`src/rtl/breakout_pkg.sv`:
```
// breakout_pkg: screen geometry, paddle constants and move-state encoding shared by the breakout blocks
package breakout_pkg;
  localparam int SCREEN_W = 640;
  localparam int SCREEN_H = 480;
  localparam int PADDLE_W = 100;
  localparam int PADDLE_START = 270;
  localparam int PADDLE_Y_TOP = 439;
  localparam int PADDLE_Y_BOT = 450;
  localparam int STEP = 4;
  localparam int TICK_DIV = 416667;
  localparam int DEBOUNCE_CYCLES = 250000;
  localparam logic [1:0] DIR_IDLE = 2'b00;
  localparam logic [1:0] DIR_LEFT = 2'b01;
  localparam logic [1:0] DIR_RIGHT = 2'b10;
endpackage

```
`src/rtl/btn_debounce.sv`:
```
// btn_debounce: two-flop synchroniser followed by a stable-count debouncer for one raw button
module btn_debounce #(
  parameter int DEBOUNCE_CYCLES = 250000
) (
  input  logic clk,
  input  logic reset,
  input  logic btn_i,
  output logic level_o
);
  localparam int CW = $clog2(DEBOUNCE_CYCLES + 1);
  logic sync1_q, sync2_q, level_q, level_d, diff, done;
  logic [CW-1:0] cnt_q, cnt_d;
  // accept a change only after the synced level has disagreed for DEBOUNCE_CYCLES clocks
  always_comb begin
    diff = sync2_q != level_q;
    done = diff && cnt_q == CW'(DEBOUNCE_CYCLES - 1);
    cnt_d = (!diff || done) ? '0 : cnt_q + CW'(1);
    level_d = done ? ~level_q : level_q;
  end
  // synchroniser, counter and debounced level registers
  always_ff @(posedge clk) begin
    if (reset) begin
      sync1_q <= 1'b0;
      sync2_q <= 1'b0;
      level_q <= 1'b0;
      cnt_q <= '0;
    end else begin
      sync1_q <= btn_i;
      sync2_q <= sync1_q;
      level_q <= level_d;
      cnt_q <= cnt_d;
    end
  end
  assign level_o = level_q;
endmodule

```
`src/rtl/paddle_ctrl.sv`:
```
// paddle_ctrl: debounced buttons drive a tick-stepped, edge-clamped paddle_x (PADDLE_ACCEL_EN doubles the step on long runs)
module paddle_ctrl import breakout_pkg::*; #(
  parameter int SCREEN_W = breakout_pkg::SCREEN_W,
  parameter int PADDLE_W = breakout_pkg::PADDLE_W,
  parameter int PADDLE_START = breakout_pkg::PADDLE_START,
  parameter int STEP = breakout_pkg::STEP,
  parameter int TICK_DIV = breakout_pkg::TICK_DIV,
  parameter int DEBOUNCE_CYCLES = breakout_pkg::DEBOUNCE_CYCLES
) (
  input  logic       clk,
  input  logic       reset,
  input  logic       btn_left,
  input  logic       btn_right,
  output logic [9:0] paddle_x,
  output logic [1:0] dir,
  output logic       move_tick
);
  localparam int TW = TICK_DIV > 1 ? $clog2(TICK_DIV) : 1;
  localparam logic [10:0] X_MAX = 11'(SCREEN_W - PADDLE_W);
  localparam logic [10:0] STEP1 = 11'(STEP);
  logic left_lvl, right_lvl, tick_q, wrap;
  logic [TW-1:0] tick_cnt_q, tick_cnt_d;
  logic [1:0] dir_q, dir_d;
  logic [9:0] x_q, x_d, x_dec, x_inc;
  logic [10:0] x_ext, step;
  btn_debounce #(.DEBOUNCE_CYCLES(DEBOUNCE_CYCLES)) u_left (
    .clk(clk), .reset(reset), .btn_i(btn_left), .level_o(left_lvl)
  );
  btn_debounce #(.DEBOUNCE_CYCLES(DEBOUNCE_CYCLES)) u_right (
    .clk(clk), .reset(reset), .btn_i(btn_right), .level_o(right_lvl)
  );
`ifdef PADDLE_ACCEL_EN
  logic [3:0] run_q, run_d;
  logic [1:0] last_q;
  logic moving, hit, same;
  // run length of consecutive same-direction ticks; a fresh direction starts from the base step
  always_comb begin
    same = dir_q == last_q;
    step = (same && run_q >= 4'd8) ? STEP1 << 1 : STEP1;
    moving = tick_q && dir_q != DIR_IDLE;
    hit = (dir_q == DIR_LEFT) ? x_dec == '0 : x_inc == 10'(X_MAX);
    run_d = (dir_q == DIR_IDLE) ? '0 : !moving ? run_q : hit ? '0 : !same ? 4'd1 : (run_q == 4'hf) ? run_q : run_q + 4'd1;
  end
  // run counter and the direction it belongs to
  always_ff @(posedge clk) begin
    if (reset) begin
      run_q <= '0;
      last_q <= DIR_IDLE;
    end else begin
      run_q <= run_d;
      last_q <= moving ? dir_q : last_q;
    end
  end
`else
  assign step = STEP1;
`endif
  // tick divider, move decode and clamped next position
  always_comb begin
    wrap = tick_cnt_q == TW'(TICK_DIV - 1);
    tick_cnt_d = wrap ? '0 : tick_cnt_q + TW'(1);
    dir_d = (left_lvl && !right_lvl) ? DIR_LEFT : (right_lvl && !left_lvl) ? DIR_RIGHT : DIR_IDLE;
    x_ext = {1'b0, x_q};
    x_dec = (x_ext < step) ? '0 : 10'(x_ext - step);
    x_inc = (x_ext + step > X_MAX) ? 10'(X_MAX) : 10'(x_ext + step);
    x_d = !tick_q ? x_q : (dir_q == DIR_LEFT) ? x_dec : (dir_q == DIR_RIGHT) ? x_inc : x_q;
  end
  // tick, state and position registers; a move uses the state held before this edge
  always_ff @(posedge clk) begin
    if (reset) begin
      tick_cnt_q <= '0;
      tick_q <= 1'b0;
      dir_q <= DIR_IDLE;
      x_q <= 10'(PADDLE_START);
    end else begin
      tick_cnt_q <= tick_cnt_d;
      tick_q <= wrap;
      dir_q <= dir_d;
      x_q <= x_d;
    end
  end
  assign paddle_x = x_q;
  assign dir = dir_q;
  assign move_tick = tick_q;
endmodule

```
`config.mk`:
```
export PLATFORM = sky130hd
export DESIGN_NAME = paddle_ctrl
export DESIGN_NICKNAME = d
export VERILOG_FILES = /design/src/rtl/breakout_pkg.sv /design/src/rtl/btn_debounce.sv /design/src/rtl/paddle_ctrl.sv
export SDC_FILE = /design/constraint.sdc
export NUM_CORES = 1
export LEC_CHECK = 0
export CAP_MARGIN = 20
export CELL_PAD_IN_SITES_DETAIL_PLACEMENT = 0
export CELL_PAD_IN_SITES_GLOBAL_PLACEMENT = 1
export CORE_MARGIN = 2
export CORE_UTILIZATION = 50
export DETAILED_ROUTE_END_ITERATION = 7
export GPL_TIMING_DRIVEN = 0
export PLACE_DENSITY_LB_ADDON = 0.1
export SLEW_MARGIN = 30
export SYNTH_ARGS = -nofsm -noshare
export SYNTH_HDL_FRONTEND = slang
export SYNTH_HIERARCHICAL = 1
export SYNTH_SLANG_ARGS = --single-unit
```
`constraint.sdc`:
```
create_clock -name clk -period 2.9 [get_ports clk]
set_input_delay 0.29 -clock clk [delete_from_list [all_inputs] [get_ports clk]]
set_output_delay 0.29 -clock clk [all_outputs]
set_load 0.01 [all_outputs]
```
==> metrics <==
Buffers on Ports=15; setup TNS=0 ns; Synth Flop Type=dfxtp_1; H-Tree Depth=3; DRT iter0 DRCs=65; layout cells sized above 1=11.11%; Sw Ratio=21.56%; fin crit period=2.107 ns; most frequent cell after synthesis=dfxtp_1; Req. time, crit path=3.11 ns; EDFF count, synth=0; DP Cell Count=533; startpoint class of the critical path=flop; gpl congestion=0.9279; Clock power frac=44.9%; Routed WL per cell=13.56 um; DP HPWL=5280 um; # Max-Cap Violations=0; drt pass-1 iters=4; Post-synth ARST share=0%; hold violation count in the final report=0; nets=457; Seq cells post-synth=73; Internal Pwr Total=0.001582 W; count of different cell masters after synthesis=63; CTS Hold Bufs=0; FF+latch area=0.001461 mm2; core area=0.007214 mm2; sequential element share of the synthesized area=39.38%; num rows=31; Max stage delay on crit path=0.51 ns; CP Max Fanout=8; cell taking the most area after synthesis=dfxtp_1; first-pass GRT wire length=13,170 um; commonest cells in the netlist=73 x dfxtp_1, 62 x nor2_1, 29 x nand3_1; Combinational Power Share=4.3%; relative slew slack=56.80%; non-filler cells, final=549; Worst-path clk slew=0.08 ns; Die Wd=90.15 um; DIE HEIGHT=90.15 um; TritonCTS clock tree=done; initial core utilization=51.44%; Power Density=478.7 mW/mm2; setup-violating endpoint count in the final report=0; vias in the first global route=2,833; initial antenna violation count=0; Max Transition Viols Final=0; Vias=3,005; maximum vdd drop=215.6 uV; Netlist Area Pre-Place=0.003711 mm2; synth warn=6; Num CTS Buffers=9; area of the multi-input gates=0.002057 mm2; synth top area cells=dfxtp_1 39%, xor2_1 6.6%, nor2_1 6.3%; Skew-Pair Late Insertion Delay=0.34 ns; period utilization=72.66%; worst-margin pin slew=0.6421 ns; Max clock buf depth=2; clk sink count=73; post-synth top area share=39.38%; leak pwr=1.381 nW; GRT overflow=0; slowest stage cell, crit path=or4b_4; sequential fraction of design power=50.8%; CP arrival=2.32 ns; Vias per Instance=5.474; Mean Syn Cell Area=8.857 um2; fillers=701; final antenna diode count=0; Area growth syn-to-layout=13.55%; Crit Path Category=reg2reg; CP endpoint kind=flop; largest net degree at the start of global routing=14; postcts setup bufs=0; DRC viols=0; Worst Hold Depth=1; Synth Net Count=431; cts repair resizes=0; clock root buffer=clkbuf_8; GRT Total Usage=19.37%; CP cell instances=inv_1 -> ha_1 -> or4b_4 -> o21ai_2 -> o21ai_1 -> a221oi_1 -> nor3_1; Setup Skew=0.01077 ns; Die Area=0.008127 mm2; Sw Pwr=0.0004348 W; FMAX=0.4746 GHz; result of the run=finished clean; Cells after Synth=419; Post-DRT Antenna Nets=0; worst reg2reg path depth=7; routed wire length=7443 um; # IOs=17; RSZ-0062 raised after global routing=no; type of the tightest min-delay check=reg2reg
[power groups by stage]
stage	combinational [W]	clock, W	sequential, W
after global routing	0.0000965	0.000972	0.00103
after detailed placement	0.0000861	0	0.00105
final	0.0000860	0.000906	0.00103
after floorplan	0.0000556	0	0.00105
after CTS	0.0000864	0.000932	0.00103
after global placement	0.0000853	0	0.00105
[per-stage QoR]
step | total power, W | instance area, um2 | hold WS [ns] | util (%) | worst slack (ns)
2_1_floorplan | 0.001104 | 3711 | 0.3591 | - | 0.9935
3_3_place_gp | 0.001133 | 3985 | 0.4167 | 55.24 | 0.8269
3_5_place_dp | 0.001135 | 3985 | 0.4270 | 55.24 | 0.8081
4_1_cts | 0.002044 | 4214 | 0.4495 | 58.41 | 0.7939
5_1_grt | 0.002095 | 4214 | 0.4708 | 58.41 | 0.6225
6_report | 0.002017 | 4214 | 0.4416 | 58.41 | 0.7929
[final timing paths]
check / from / end / slack (ns)
setup reg to reg: paddle_x[2] / paddle_x[4] / 0.79
hold / removal: u_right/sync1_q / u_right/sync2_q / 0.44
setup / recovery: paddle_x[2] / paddle_x[4] / 0.79
hold reg to reg: u_right/sync1_q / u_right/sync2_q / 0.44
[cells in the final DEF (no fill, tap or decap), types with 6 or more instances in the layout]
cell type	instances
clkbuf_8	12
ha_1	8
inv_1	10
buf_6	7
nand2_1	21
clkdlybuf4s50_1	15
nor2_1	62
or3_1	6
dfxtp_1	73
nand4_1	20
nand3_1	29
a21oi_1	14
xor2_1	28
xnor2_1	19
nor3_1	14
and4_1	6
nor4_1	7
o21ai_0	7
[metal layers]
metal / GRT usage, % / vias up / wire length (um)
met5: 0 / - / 0
met4: 7.949 / 0 / 100
met3: 3.940 / 9 / 310
met2: 30.01 / 51 / 3287
met1: 26.41 / 1395 / 3744
li1: - / 1550 / -
[state kept, by name, summed over array words and instances (netlist names)]
register	count
tick_cnt_q	19
u_left/cnt_q	18
u_right/cnt_q	18
paddle_x	9
dir	2
move_tick	1
u_left/level_o	1
u_left/sync1_q	1
u_left/sync2_q	1
u_right/level_o	1
u_right/sync1_q	1
u_right/sync2_q	1
[layout make-up]
cell class | count | area share [%]
inverters | 10 | 0.8907
repair buffers | 15 | 3.563
multi-input cells | 316 | 48.81
clock buffers | 11 | 3.593
plain buffers | 20 | 3.682
flip-flops and latches | 73 | 34.68
well taps | 99 | 2.939
clock inverters | 5 | 1.841
[critical path, delay by kind of cell (launching register included)]
kind                     cells  cell delay, ns
AO/OA/AOI/OAI                3            0.58
adder cells (fa/ha/maj)      1            0.22
buffers and inverters        1            0.21
flip-flops                   1            0.39
AND/OR/NAND/NOR              2            0.59
[kinds of logic after synthesis]
family                     after synthesis  share of synthesized area [%]
other                                    1                         0.1010
muxes                                    3                         0.8429
adders and majority gates                8                          2.697
AOI/OAI and AO/OA                       54                          11.06
DFF                                     73                          39.38
and+or+nand+nor                        203                          29.64
buffers and inverters                   30                          5.192
xor gates and xnor gates                47                          11.09
(Power assumes the default switching activity.)
